### config.mk
export PLATFORM = sky130hd
export DESIGN_NAME = mem_access_ctrl_flat
export DESIGN_NICKNAME = d
export VERILOG_FILES = /design/src/rtl/mem_access_pkg.sv /design/src/rtl/mem_access_ctrl_if.sv /design/src/rtl/mem_arb_prio.sv /design/src/rtl/mem_access_ctrl.sv /design/src/flat_wrapper.sv
export SDC_FILE = /design/constraint.sdc
export NUM_CORES = 1
export LEC_CHECK = 0
export CAP_MARGIN = 20
export CORE_ASPECT_RATIO = 1.25
export CORE_MARGIN = 4
export CORE_UTILIZATION = 36
export CTS_BUF_LIST = sky130_fd_sc_hd__clkbuf_4
export CTS_CLUSTER_DIAMETER = 60
export CTS_CLUSTER_SIZE = 12
export DETAILED_ROUTE_END_ITERATION = 10
export PLACE_DENSITY = 0.78
export SYNTH_ARGS = -nofsm -noshare
export SYNTH_HDL_FRONTEND = slang
export SYNTH_SLANG_ARGS = --single-unit
### constraint.sdc
create_clock -name clk -period 1.55 [get_ports clk]
set_input_delay 0.2325 -clock clk [delete_from_list [all_inputs] [get_ports clk]]
set_output_delay 0.2325 -clock clk [all_outputs]
set_load 0.005 [all_outputs]
### src/rtl/mem_access_pkg.sv
// Shared types and defaults for the memory access controller: FSM states,
// grant-source encoding and vector addresses.
package mem_access_pkg;

    localparam int         STARVE_W         = 4;
    localparam logic [7:0] RST_VEC_ADDR_DEF = 8'h00;
    localparam logic [7:0] INT_VEC_ADDR_DEF = 8'h01;

    typedef enum logic [1:0] {
        RST_RD = 2'd0,
        RST_LD = 2'd1,
        RUN    = 2'd2,
        INT_LD = 2'd3
    } state_e;

    typedef enum logic [1:0] {
        SRC_NONE = 2'd0,
        SRC_IF   = 2'd1,
        SRC_DM   = 2'd2,
        SRC_VEC  = 2'd3
    } gnt_src_e;

endpackage

### src/rtl/mem_access_ctrl_if.sv
// Fetch and data request/grant channels between the pipeline (master) and
// the memory access controller (slave).
interface mem_access_ctrl_if #(
    parameter int ADDR_W = 8,
    parameter int DATA_W = 8
);
    logic              if_req;
    logic [ADDR_W-1:0] if_addr;
    logic              if_gnt;
    logic              if_rvalid;
    logic              stall_if;

    logic              dm_req;
    logic              dm_we;
    logic [ADDR_W-1:0] dm_addr;
    logic [DATA_W-1:0] dm_wdata;
    logic              dm_gnt;
    logic              dm_rvalid;
    logic              stall_mem;

    modport master (
        output if_req, if_addr, dm_req, dm_we, dm_addr, dm_wdata,
        input  if_gnt, if_rvalid, stall_if, dm_gnt, dm_rvalid, stall_mem
    );

    modport slave (
        input  if_req, if_addr, dm_req, dm_we, dm_addr, dm_wdata,
        output if_gnt, if_rvalid, stall_if, dm_gnt, dm_rvalid, stall_mem
    );
endinterface

### src/rtl/mem_arb_prio.sv
// Data-over-fetch priority with a starvation counter that forces a fetch
// grant after MAX_STARVE consecutive denials.
module mem_arb_prio
    import mem_access_pkg::*;
#(
    parameter int MAX_STARVE = 4
) (
    input  logic clk,
    input  logic rst,
    input  logic arb_en,
    input  logic if_req,
    input  logic hlt,
    input  logic dm_req,
    output logic if_gnt,
    output logic dm_gnt
);

    localparam logic [STARVE_W-1:0] STARVE_MAX = STARVE_W'(MAX_STARVE);

    logic [STARVE_W-1:0] starve_cnt;
    logic                fetch_ok;
    logic                force_if;

    always_comb begin
        fetch_ok = if_req & ~hlt;
        force_if = fetch_ok & (starve_cnt == STARVE_MAX);
        dm_gnt   = arb_en & dm_req & ~force_if;
        if_gnt   = arb_en & fetch_ok & ~dm_gnt;
    end

    // NOTE: sequential state uses non-blocking (<=) so every flop samples pre-edge values.
    always_ff @(posedge clk or negedge rst) begin
        if (!rst) begin
            starve_cnt <= '0;
        end else if (if_gnt || !if_req) begin
            starve_cnt <= '0;
        end else if (!hlt && starve_cnt != STARVE_MAX) begin
            starve_cnt <= starve_cnt + 1'b1;
        end
    end

endmodule

### src/rtl/mem_access_ctrl.sv
// Shares the unified memory between fetch and data, and runs the reset and
// interrupt vector fetches. Define MEM_ACCESS_STATS_EN for usage counters.
module mem_access_ctrl
    import mem_access_pkg::*;
#(
    parameter int                ADDR_W       = 8,
    parameter int                DATA_W       = 8,
    parameter int                MAX_STARVE   = 4,
    parameter logic [ADDR_W-1:0] RST_VEC_ADDR = ADDR_W'(RST_VEC_ADDR_DEF),
    parameter logic [ADDR_W-1:0] INT_VEC_ADDR = ADDR_W'(INT_VEC_ADDR_DEF)
) (
    input  logic              clk,
    input  logic              rst,
    mem_access_ctrl_if.slave  bus,
    input  logic              hlt,
    input  logic              int_in,
    output logic [ADDR_W-1:0] mem_addr,
    output logic              mem_we,
    output logic [DATA_W-1:0] mem_wdata,
    input  logic [DATA_W-1:0] mem_rdata,
`ifdef MEM_ACCESS_STATS_EN
    output logic [15:0]       stat_if_stall,
    output logic [15:0]       stat_dm_acc,
    output logic [7:0]        stat_int,
`endif
    output logic              pc_load,
    output logic [ADDR_W-1:0] pc_vec,
    output logic              int_ack
);

    state_e            state;
    gnt_src_e          src;
    logic              int_pend;
    logic              vec_issue;
    logic              arb_en;
    logic              if_gnt;
    logic              dm_gnt;
    logic [ADDR_W-1:0] addr_q;

    assign vec_issue = (state == RUN) & int_pend & ~bus.dm_req;
    assign arb_en    = (state == RUN) & ~vec_issue;

    mem_arb_prio #(
        .MAX_STARVE (MAX_STARVE)
    ) u_arb (
        .clk    (clk),
        .rst    (rst),
        .arb_en (arb_en),
        .if_req (bus.if_req),
        .hlt    (hlt),
        .dm_req (bus.dm_req),
        .if_gnt (if_gnt),
        .dm_gnt (dm_gnt)
    );

    always_comb begin
        src = SRC_NONE;
        if (state == RST_RD || vec_issue) src = SRC_VEC;
        else if (dm_gnt)                  src = SRC_DM;
        else if (if_gnt)                  src = SRC_IF;
    end

    // NOTE: defaults first in always_comb so no path leaves an output unassigned (no latch).
    always_comb begin
        mem_addr = addr_q;
        mem_we   = 1'b0;
        case (src)
            SRC_VEC: mem_addr = (state == RST_RD) ? RST_VEC_ADDR : INT_VEC_ADDR;
            SRC_DM: begin
                mem_addr = bus.dm_addr;
                mem_we   = bus.dm_we;
            end
            SRC_IF:  mem_addr = bus.if_addr;
            default: ;
        endcase
    end

    assign mem_wdata     = bus.dm_wdata;
    assign bus.if_gnt    = if_gnt;
    assign bus.dm_gnt    = dm_gnt;
    assign bus.stall_if  = (bus.if_req & ~if_gnt) | (state != RUN) | vec_issue;
    assign bus.stall_mem = bus.dm_req & ~dm_gnt;
    assign int_ack       = vec_issue;

    always_ff @(posedge clk or negedge rst) begin
        if (!rst) begin
            state         <= RST_RD;
            int_pend      <= 1'b0;
            addr_q        <= '0;
            pc_load       <= 1'b0;
            pc_vec        <= '0;
            bus.if_rvalid <= 1'b0;
            bus.dm_rvalid <= 1'b0;
        end else begin
            pc_load       <= 1'b0;
            bus.if_rvalid <= if_gnt;
            bus.dm_rvalid <= dm_gnt & ~bus.dm_we;
            // A new request arriving in the issue cycle is absorbed by the one being serviced.
            int_pend      <= vec_issue ? 1'b0 : (int_pend | int_in);
            if (src != SRC_NONE) addr_q <= mem_addr;

            case (state)
                RST_RD: state <= RST_LD;
                RST_LD, INT_LD: begin
                    pc_vec  <= ADDR_W'(mem_rdata);
                    pc_load <= 1'b1;
                    state   <= RUN;
                end
                RUN:     if (vec_issue) state <= INT_LD;
                default: state <= RST_RD;
            endcase
        end
    end

`ifdef MEM_ACCESS_STATS_EN
    always_ff @(posedge clk or negedge rst) begin
        if (!rst) begin
            stat_if_stall <= '0;
            stat_dm_acc   <= '0;
            stat_int      <= '0;
        end else begin
            if (bus.stall_if && bus.if_req && stat_if_stall != '1) stat_if_stall <= stat_if_stall + 1'b1;
            if (dm_gnt && stat_dm_acc != '1)                       stat_dm_acc   <= stat_dm_acc + 1'b1;
            if (vec_issue && stat_int != '1)                       stat_int      <= stat_int + 1'b1;
        end
    end
`endif

endmodule

### src/flat_wrapper.sv
// flat-port wrapper written by rule: the top's interface ports become plain ports
module mem_access_ctrl_flat import mem_access_pkg::*;
#(
    parameter int                ADDR_W       = 8,
    parameter int                DATA_W       = 8,
    parameter int                MAX_STARVE   = 4,
    parameter logic [ADDR_W-1:0] RST_VEC_ADDR = ADDR_W'(RST_VEC_ADDR_DEF),
    parameter logic [ADDR_W-1:0] INT_VEC_ADDR = ADDR_W'(INT_VEC_ADDR_DEF)
)
  (clk, rst, hlt, int_in, mem_addr, mem_we, mem_wdata, mem_rdata, pc_load, pc_vec, int_ack, bus_if_req, bus_if_addr, bus_dm_req, bus_dm_we, bus_dm_addr, bus_dm_wdata, bus_if_gnt, bus_if_rvalid, bus_stall_if, bus_dm_gnt, bus_dm_rvalid, bus_stall_mem);
  mem_access_ctrl_if #(.ADDR_W(ADDR_W), .DATA_W(DATA_W)) bus_i ();
  input  logic clk;
  input  logic rst;
  input  logic hlt;
  input  logic int_in;
  output logic [ADDR_W-1:0] mem_addr;
  output logic mem_we;
  output logic [DATA_W-1:0] mem_wdata;
  input  logic [DATA_W-1:0] mem_rdata;
  output logic pc_load;
  output logic [ADDR_W-1:0] pc_vec;
  output logic int_ack;
  input wire logic [$bits(bus_i.if_req)-1:0] bus_if_req;
  input wire logic [$bits(bus_i.if_addr)-1:0] bus_if_addr;
  input wire logic [$bits(bus_i.dm_req)-1:0] bus_dm_req;
  input wire logic [$bits(bus_i.dm_we)-1:0] bus_dm_we;
  input wire logic [$bits(bus_i.dm_addr)-1:0] bus_dm_addr;
  input wire logic [$bits(bus_i.dm_wdata)-1:0] bus_dm_wdata;
  output wire logic [$bits(bus_i.if_gnt)-1:0] bus_if_gnt;
  output wire logic [$bits(bus_i.if_rvalid)-1:0] bus_if_rvalid;
  output wire logic [$bits(bus_i.stall_if)-1:0] bus_stall_if;
  output wire logic [$bits(bus_i.dm_gnt)-1:0] bus_dm_gnt;
  output wire logic [$bits(bus_i.dm_rvalid)-1:0] bus_dm_rvalid;
  output wire logic [$bits(bus_i.stall_mem)-1:0] bus_stall_mem;
  assign bus_i.if_req = bus_if_req;
  assign bus_i.if_addr = bus_if_addr;
  assign bus_i.dm_req = bus_dm_req;
  assign bus_i.dm_we = bus_dm_we;
  assign bus_i.dm_addr = bus_dm_addr;
  assign bus_i.dm_wdata = bus_dm_wdata;
  assign bus_if_gnt = bus_i.if_gnt;
  assign bus_if_rvalid = bus_i.if_rvalid;
  assign bus_stall_if = bus_i.stall_if;
  assign bus_dm_gnt = bus_i.dm_gnt;
  assign bus_dm_rvalid = bus_i.dm_rvalid;
  assign bus_stall_mem = bus_i.stall_mem;
  mem_access_ctrl #(.ADDR_W(ADDR_W), .DATA_W(DATA_W), .MAX_STARVE(MAX_STARVE), .RST_VEC_ADDR(RST_VEC_ADDR), .INT_VEC_ADDR(INT_VEC_ADDR)) u_core (.clk(clk), .rst(rst), .bus(bus_i), .hlt(hlt), .int_in(int_in), .mem_addr(mem_addr), .mem_we(mem_we), .mem_wdata(mem_wdata), .mem_rdata(mem_rdata), .pc_load(pc_load), .pc_vec(pc_vec), .int_ack(int_ack));
endmodule
## Yosys cells after proc, flatten, opt, wreduce, memory -nomap -nowiden

Cells that the tools add are included.

- Muxes and demuxes: 12
- Eq/ne operators: 10
- Bitwise logic cells: 22
- $add $sub $neg: 1
- Reductions and logical operators: 9

Operator list:

| cell | count |
|---|---|
| $pmux 8 s3 | 1 |
| $and 1x1->1 | 12 |
| $eq 2x2->1 const B | 4 |
| $mux 4 | 2 |
| $not 1->1 | 7 |
| $mux 2 | 3 |
| $pmux 2 s3 | 1 |
| $mux 1 | 5 |
| $add 4x1->4 const B | 1 |
| $eq 2x1->1 const B | 2 |
| $eq 4x3->1 const B | 1 |
| $ne 4x3->1 const B | 1 |
| $reduce_bool 2->1 | 2 |
| $or 1x1->1 | 3 |
| $logic_not 1->1 | 2 |
| $logic_not 2->1 | 1 |
| $logic_or 1x1->1 | 2 |
| $ne 2x1->1 const B | 1 |
| $ne 2x2->1 const B | 1 |
| $reduce_or 2->1 | 1 |
| $logic_and 1x1->1 | 1 |

- Bits in registers: 26
- Output and inout bits: 33

## Logic depth before layout (Yosys ltp)

Gate-level depths: netlist of the first run.

- Word-level depth: 14
- Mapped depth: 8
- Depth with buffers taken out: 7

## Hierarchy

A second synthesis of the first run with hierarchy kept.

- Cells, all modules: 135
- Area total of the unflattened synthesis: 1372.6 µm²

By module, submodules not included:

| module | area an instance (µm²) | cells an instance | instances | sequential area each (µm²) |
|---|---|---|---|---|
| mem_access_ctrl | 1047.3 | 100 | 1 | 550.5 |
| mem_arb_prio | 325.3 | 35 | 1 | 100.1 |

## Worst setup path after synthesis of the first run

OpenSTA, ideal clock, no wires.

- Path kind: register to output
- Start: reg u_core.u_arb.starve_cnt[0]
- End: out mem_addr[1]
- Path buffers: 1
- Data required time: 1.317 ns
- Arrival: 1.352 ns
- Path slack: -0.034 ns
- Stages on the path, launching flop included: 9
- Path through: dfrtp_1 inv_1 ha_1 nand3b_1 o211ai_1 buf_4 clkinv_2 nand2_1 a31oi_1

- Cells in the longest elaborated chain, start to end: 11
- Elaborated cells between the ends (all ways): 13
- Those cells by class: eq/ne (4); mux (4); bitwise (5)

RTL lines:

| item | line | text |
|---|---|---|
| from (decl) | mem_arb_prio.sv:20 | `logic [STARVE_W-1:0] starve_cnt;` |
| from (signal assigned) | mem_arb_prio.sv:38 | `starve_cnt <= starve_cnt + 1'b1;` |
| $eq 4x3->1 (*) | mem_arb_prio.sv:26 | `force_if = fetch_ok & (starve_cnt == STARVE_MAX);` |
| $and 1x1->1 (*) | mem_arb_prio.sv:26 |  |
| $not 1->1 (*) | mem_arb_prio.sv:27 | `dm_gnt = arb_en & dm_req & ~force_if;` |
| $and 1x1->1 (*) | mem_arb_prio.sv:27 |  |
| named net bus_dm_gnt | flat_wrapper.sv:32 | `output wire logic [$bits(bus_i.dm_gnt)-1:0] bus_dm_gnt;` |
| $not 1->1 | mem_arb_prio.sv:28 | `if_gnt = arb_en & fetch_ok & ~dm_gnt;` |
| $and 1x1->1 | mem_arb_prio.sv:28 |  |
| $mux 1 | mem_access_ctrl.sv:60 | `else if (if_gnt) src = SRC_IF;` |
| $mux 2 (*) | mem_access_ctrl.sv:59 | `else if (dm_gnt) src = SRC_DM;` |
| $mux 2 (*) | mem_access_ctrl.sv:58 | `if (state == RST_RD \|\| vec_issue) src = SRC_VEC;` |
| $eq 2x1->1 or $eq 2x2->1 (tied branches) | mem_access_ctrl.sv:67 | `case (src)` |
| $pmux 8 s3 (*) | mem_access_ctrl.sv:67 |  |
| to (decl) | flat_wrapper.sv:16 | `output logic [ADDR_W-1:0] mem_addr;` |

Mark *: on every way through the listed nets, which the timed path passes. The rest lies on a longest branch.

## Worst setup path in the final report of the first run

- Start: reg u_core.u_arb.starve_cnt[1]
- End: out mem_addr[1]

- Cells in the longest elaborated chain, start to end: 11
- Elaborated cells between the ends (all ways): 13
- Those cells by class: eq/ne (4); mux (4); bitwise (5)

RTL lines:

| item | line |
|---|---|
| $eq 4x3->1 (*) | mem_arb_prio.sv:26 |
| $and 1x1->1 (*) | mem_arb_prio.sv:26 |
| $not 1->1 (*) | mem_arb_prio.sv:27 |
| $and 1x1->1 (*) | mem_arb_prio.sv:27 |
| $not 1->1 | mem_arb_prio.sv:28 |
| $and 1x1->1 | mem_arb_prio.sv:28 |
| $mux 1 | mem_access_ctrl.sv:60 |
| $mux 2 (*) | mem_access_ctrl.sv:59 |
| $mux 2 (*) | mem_access_ctrl.sv:58 |
| $eq 2x1->1 or $eq 2x2->1 (tied branches) | mem_access_ctrl.sv:67 |
| $pmux 8 s3 (*) | mem_access_ctrl.sv:67 |

Every way passes the cells marked *; elsewhere a longest branch is shown, timed or not.

==> results of run 1 <==
-- worst max-delay path: cells and delay by family (launching register included) --
family | cells | cell delay [ns]
AND/OR/NAND/NOR | 2 | 0.21
AO/OA/AOI/OAI | 2 | 0.42
adder cells (fa/ha/maj) | 1 | 0.17
buffers and inverters | 5 | 0.58
flip-flops | 1 | 0.40
-- cells in the mapped netlist (all sizes together) (3+ instances only) --
library cell | n | area, um2
a21oi | 3 | 15.0
a31oi | 15 | 100
buf | 12 | 88.8
dfrtp | 26 | 651
inv | 3 | 11.3
mux2 | 8 | 90.1
nand2 | 8 | 30.0
nand2b | 3 | 33.8
nand3 | 9 | 45.0
nor2 | 16 | 60.1
xnor2 | 3 | 26.3
-- routing by layer --
layer | vias up | track usage (%) | part of all wire (%)
met1 | 677 | 17.0 | 36
met2 | 48 | 33.9 | 57
met3 | 8 | 4.57 | 6.1
met4 | 0 | 8.19 | 1.3
li1 | 643 | - | -
met5 | - | 0 | 0
-- metrics by stage --
stage	cells	TNS, ns	power [mW]	area [um2]	hold WS [ns]
after floorplan	129	-0.258	1.34	1340	-0.0631
after global placement	240	-10.99	1.93	2090	0.465
after detailed placement	240	-12.57	1.98	2090	0.465
after CTS	256	-9.26	2.31	2250	0.266
after global routing	264	-12.92	2.53	2390	0.263
final	264	-9.88	2.37	2390	0.267
-- state kept, by name, indices dropped and copies added (netlist names) --
| register | flops |
|---|---|
| u_core.state | 2 |
| u_core.pc_load | 1 |
| u_core.bus.dm_rvalid | 1 |
| u_core.u_arb.starve_cnt | 4 |
| u_core.pc_vec | 8 |
| u_core.bus.if_rvalid | 1 |
| u_core.addr_q | 8 |
| u_core.int_pend | 1 |
-- final cells by class --
| class | count | area (um2) |
|---|---|---|
| Fill cell | 253 | 1120 |
| Inverter | 4 | 22.5 |
| Timing Repair Buffer | 107 | 942 |
| Tap cell | 39 | 48.8 |
| Multi-Input combinational cell | 85 | 707 |
| Clock buffer | 3 | 22.5 |
| Sequential cell | 26 | 651 |
-- what timing repair did --
item	4_1_cts	5_1_grt
cloned	1	0
pin swaps	13	11
resized for setup	78	20
endpoints found under the setup margin	23	27
buffers inserted	12	8
-- how the worst min path moves through the flow --
stage	from	end	slack, ns	cells after the start
2_1_floorplan	rst	u_core.addr_q[0]	-0.06	0
6_report	rst	u_core.bus.dm_rvalid	0.27	2
5_1_grt	rst	u_core.bus.dm_rvalid	0.26	2
3_5_place_dp	bus_dm_wdata[1]	mem_wdata[1]	0.47	0
4_1_cts	rst	u_core.pc_vec[2]	0.27	2
3_3_place_gp	bus_dm_wdata[1]	mem_wdata[1]	0.47	0
-- cells by family (layout without fill, tap and decap cells) --
group | count (synthesis) | after routing | share of synthesized area (%)
simple gates | 46 | 46 | 18.1
compound gates | 26 | 26 | 13.6
flops | 26 | 26 | 49.1
buf+inv | 18 | 114 | 8.51
mux | 8 | 8 | 6.81
xor+xnor | 3 | 3 | 1.99
fa+ha+maj | 2 | 2 | 1.89
-- power breakdown --
group          total, mW  internal (mW)  switching (mW)
clock              0.276         0.0908           0.185
combinational       1.17          0.700           0.475
sequential         0.922          0.844          0.0781
==> run_results.csv, run 1 <==
group,metric,value,unit
final_layout,final_cell_mix,"buf_4 (40), clkdlybuf4s50_1 (40), dfrtp_1 (26)",
global_routing,grt-ovfl-total,0,
critical_path,cp_endpoint_kind,"primary output",
synthesis,seq_area_frac_synth,49.1,%
global_routing,largest_net_degree_at_the_start_of_global_routing,27,
critical_path,crit-reg2reg-capture,"u_core.addr_q[5]",
final_layout,nets,268,
timing,grt_setup_unrepaired,"true",
detailed_routing,drt-initial-drc-count,53,
clock_network,cts.root.buffer_cell,"clkbuf_4",
timing,worst_slew_pin_slew,0.440,ns
critical_path,cp-startpoint,"u_core.u_arb.starve_cnt[1]",
final_layout,final_layout_size_suffix_gt1_share,46.7,%
synthesis,synth_unique_cells,32,
timing,timing.max_slew.rel_slack,70.7,%
clock_network,clk_pin_slew,0.13,ns
critical_path,cp_peak_stage_delay,0.40,ns
critical_path,timing.critical_path.mode_cell,"buf_6",
detailed_routing,totalWireLength,4340,um
critical_path,cp_data_arrival_time,2.10,ns
floorplanning,start_util,37.7,%
clock_network,ctsHoldBuffers,0,
critical_path,worst_r2r_startpoint,"u_core.u_arb.starve_cnt[1]",
clock_network,cts_num_sinks,26,
floorplanning,ioPinCount,72,
pwr,power_density,991,mW/mm2
critical_path,data_required_critical_path,1.32,ns
status,failing_checks,"setup timing",
detailed_routing,route.detailed.vias_per_inst,5.21,
place,dp.final_hpwl,2930,um
final_layout,area.growth.synth_to_final,80.8,%
global_routing,via_count_of_the_first_global_routing_pass,1511,
critical_path,reg2regPathDepth,10,
detailed_routing,route.vias.total,1376,
detailed_routing,drt_first_pass_iters,4,
place,pre_cts_slack,-0.844,ns
synthesis,synth_edf_count,0,
global_routing,grt_antenna_before_repair,0,
place,placement.io_buffers,55,
hold_path,min-delay-path-class,"input port to asynchronous set/reset pin",
critical_path,crit_path_cell_trace,"inv_1, ha_2, nand3b_1, o211ai_1, buf_4, buf_6, buf_6, nand3_2, a31oi_1, buf_2",
clock_network,cts-buffers-inserted,3,
synthesis,synth_flop_cell,"dfrtp_1",
synthesis,synth-seq-cells,26,
critical_path,slack_of_the_worst_reg_to_reg_path,-0.31,ns
synthesis,synth_warnings,0,
floorplanning,die-width,62.2,um
detailed_routing,wl_per_cell,16.4,um
timing,maxSlewViolCount,0,
clock_network,cts_htree_levels,1,
pwr,vdd.ir_drop.worst,0.798,mV
floorplanning,area_of_the_core_region,0.00351,mm2
timing,final_min_period_over_clock_period,150,%
critical_path,crit_fanout,3,
timing,worst_slack,-0.783,ns
final_layout,n_antenna_cell,0,
critical_path,path_class,"register to primary output",
timing,fin_worst_skew,0.00254,ns
timing,achievable-frequency,0.429,GHz
floorplanning,placement_rows,24,
detailed_routing,drc,0,
run,max_cap_violations,0,
synthesis,syn-num-nets,170,
status,run_status,"finished with violations",
synthesis,syn_area_per_cell,10.3,um2
timing,hold_violations,0,
critical_path,cpMaxStageDelayCell,"dfrtp_1",
clock_network,worst_skew_pair.late_latency,0.31,ns
timing,timing.final.crit_period,2.33,ns
final_layout,final_core_utilization,68.1,%
place,place_congestion,0.850,
synthesis,post_synth_instance_area,0.00132,mm2
detailed_routing,drtAntennaViolNets,0,
critical_path,crit_path_start_kind,"register",
clock_network,tritoncts,"yes",
floorplanning,floorplan.die_area,0.00472,mm2
floorplanning,die_h,75.8,um
synthesis,syn_inst,129,
pwr,static-leakage-power,1.07,nW
global_routing,grt_use_total,17.3,%
global_routing,grt_pass1_wl,6600,um
critical_path,capturing_element_of_the_worst_setup_path,"mem_addr[1]",
clock_network,clockBufferDepth,2,
timing,setup_viol,22,
synthesis,synthArstFlopShare,100,%
Note: power is estimated with default switching activity, not from simulation.
==> run 2, diff against run 1 <==
--- a/config.mk
+++ b/config.mk
@@ -6,7 +6,7 @@
 export NUM_CORES = 1
 export LEC_CHECK = 0
 export CAP_MARGIN = 20
-export CORE_ASPECT_RATIO = 1.25
+export CORE_ASPECT_RATIO = 1.5
 export CORE_MARGIN = 4
 export CORE_UTILIZATION = 36
 export CTS_BUF_LIST = sky130_fd_sc_hd__clkbuf_4
==> run 2 against run 1 <==
Compared with the run above: the run still ends with setup timing left; combinational power increased by 9%; clock power increased by 66%; power increased by 12%; core utilization increased by 5.9 points; largest cell class unchanged; highest routed layer unchanged; cell count increased by 1.1%; flip-flop and latch count unchanged; count of clock-buffer cells in the layout unchanged.
==> run_results.csv, run 2 (synthesis gave the netlist of run 1 again) <==
group,metric,value,unit
status,run_status,"finished with violations",
status,failing_checks,"setup timing",
timing,final_min_period_over_clock_period,152,%
clock_network,cts_num_sinks,26,
critical_path,cp-startpoint,"u_core.u_arb.starve_cnt[1]",
place,dp.cells,241,
critical_path,crit_path_cell_trace,"inv_2, ha_4, nand3b_1, o211ai_1, buf_4, buf_6, nand3_4, a31oi_1, buf_2",
final_layout,finish.cell_count_without_fillers,267,
final_layout,largestRegisters,"u_core.addr_q (8), u_core.pc_vec (8), u_core.u_arb.starve_cnt (4)",
floorplanning,die_h,82.3,um
clock_network,ctsHoldBuffers,0,
detailed_routing,drc,0,
clock_network,cts_htree_levels,1,
clock_network,clockBufferDepth,2,
global_routing,via_count_of_the_first_global_routing_pass,1512,
detailed_routing,totalWireLength,4340,um
run,max_cap_violations,0,
timing,maxSlewViolCount,0,
critical_path,cp_peak_stage_delay,0.43,ns
critical_path,cpMaxStageDelayCell,"dfrtp_1",
detailed_routing,wl_per_cell,16.3,um
timing,fin_worst_skew,0.00651,ns
final_layout,area.growth.synth_to_final,94.6,%
detailed_routing,drt_first_pass_iters,4,
critical_path,crit_path_start_kind,"register",
global_routing,largest_net_degree_at_the_start_of_global_routing,27,
pwr,power_density,1030,mW/mm2
critical_path,cp_endpoint_kind,"primary output",
final_layout,final_common_cell,"clkdlybuf4s50_1",
timing,timing.final.crit_period,2.36,ns
floorplanning,area_of_the_core_region,0.00348,mm2
floorplanning,die-width,57.5,um
critical_path,slack_of_the_worst_reg_to_reg_path,-0.31,ns
floorplanning,start_util,38.0,%
place,dp.final_hpwl,2940,um
detailed_routing,route.detailed.vias_per_inst,5.05,
floorplanning,ioPinCount,72,
clock_network,tritoncts,"yes",
pwr,static-leakage-power,1.13,nW
final_layout,n_antenna_cell,0,
critical_path,crit-reg2reg-capture,"u_core.addr_q[0]",
clock_network,cts.root.buffer_cell,"clkbuf_4",
critical_path,path_buf_inv,4,
pwr,fin_total_pwr,2.65,mW
critical_path,reg2regPathDepth,9,
critical_path,crit_fanout,4,
pwr,vdd.ir_drop.worst,0.700,mV
final_layout,final.fill_count,231,
clock_network,worst_skew_pair.late_latency,0.32,ns
global_routing,grt_use_total,18.9,%
place,place_congestion,0.919,
critical_path,critical-path-top-delay-family,"buffers and inverters",
hold_path,min-delay-path-class,"input port to asynchronous set/reset pin",
detailed_routing,drt-initial-drc-count,21,
timing,worst_slack,-0.811,ns
timing,grt_setup_unrepaired,"true",
final_layout,final_layout_size_suffix_gt1_share,53.8,%
critical_path,capturing_element_of_the_worst_setup_path,"mem_addr[5]",
timing,hold_violations,0,
critical_path,data_required_critical_path,1.32,ns
detailed_routing,route.vias.total,1348,
critical_path,path_class,"register to primary output",
final_layout,final_cell_mix,"clkdlybuf4s50_1 (41), buf_4 (31), dfrtp_1 (26)",
place,placement.io_buffers,55,
timing,setup_viol,28,
critical_path,wp_depth,9,
floorplanning,floorplan.die_area,0.00473,mm2
clock_network,clk_pin_slew,0.14,ns
global_routing,grt_pass1_wl,6900,um
timing,timing.max_slew.rel_slack,65.7,%
final_layout,nets,267,
global_routing,grt-ovfl-total,0,
timing,achievable-frequency,0.424,GHz
critical_path,worst_r2r_startpoint,"u_core.u_arb.starve_cnt[1]",
timing,worst_slew_pin_slew,0.514,ns
floorplanning,placement_rows,26,
clock_network,cts-buffers-inserted,3,
global_routing,grt_antenna_before_repair,0,
detailed_routing,drtAntennaViolNets,0,
critical_path,cp_data_arrival_time,2.13,ns
-- run 2: cell types whose count changed in the layout (fill, tap and decap cells not counted), sizes merged --
cell / change
clkbuf: -2
bufinv: +1
clkdlybuf4s50: +1
clkinv: +1
dlygate4sd2: -1
-- run 2: where the power goes --
| part | switching, mW | internal [mW] | leakage [nW] |
|---|---|---|---|
| registers | 0.0826 | 0.844 | 0.313 |
| logic | 0.524 | 0.742 | 0.794 |
| clock network | 0.197 | 0.261 | 0.0279 |
| total | 0.804 | 1.85 | 1.13 |
-- run 2: metrics by stage --
step	cell area [um2]	worst slack (ns)	util (%)	hold WS, ns	setup TNS (ns)
5_1_grt	2580	-0.900	74.0	0.290	-13.96
4_1_cts	2430	-0.740	69.9	0.255	-10.84
3_5_place_dp	2060	-0.871	59.2	0.465	-13.09
2_1_floorplan	1340	-0.0335	-	-0.0631	-0.258
6_report	2580	-0.811	74.0	0.254	-11.74
3_3_place_gp	2060	-0.808	59.2	0.465	-11.10
-- run 2: layer usage --
layer  share of wire, %  GRT usage, %  wire [um]
met3                5.6          1.40        243
met2                 58          38.3       2520
met5                  0             0          0
met1                 34          19.1       1480
met4                2.3          8.35        100
-- run 2: layout make-up --
class                      count  area (um2)  share of cell area, %
timing repair inverter         1        11.3                  0.437
tap                           42        52.6                   2.04
multi-input combinational     85         821                   31.9
timing repair buffer         105         961                   37.3
clock buffer                   3        22.5                  0.874
clock inverter                 1        30.0                   1.17
sequential                    26         651                   25.3
inverter                       4        27.5                   1.07
-- run 2: timing repair --
item / 4_1_cts / 5_1_grt
resized for setup: 105 / 43
setup buffers: 23 / 12
cloned: 2 / 0
pin swaps: 27 / 16
setup endpoints to repair: 23 / 29
-- run 2: worst min-delay path by stage --
stage,start,endpoint
3_5_place_dp,bus_dm_wdata[2],mem_wdata[2]
3_3_place_gp,bus_dm_wdata[2],mem_wdata[2]
5_1_grt,rst,u_core.pc_vec[5]
4_1_cts,rst,u_core.pc_vec[5]
6_report,rst,u_core.pc_vec[5]
2_1_floorplan,rst,u_core.addr_q[0]
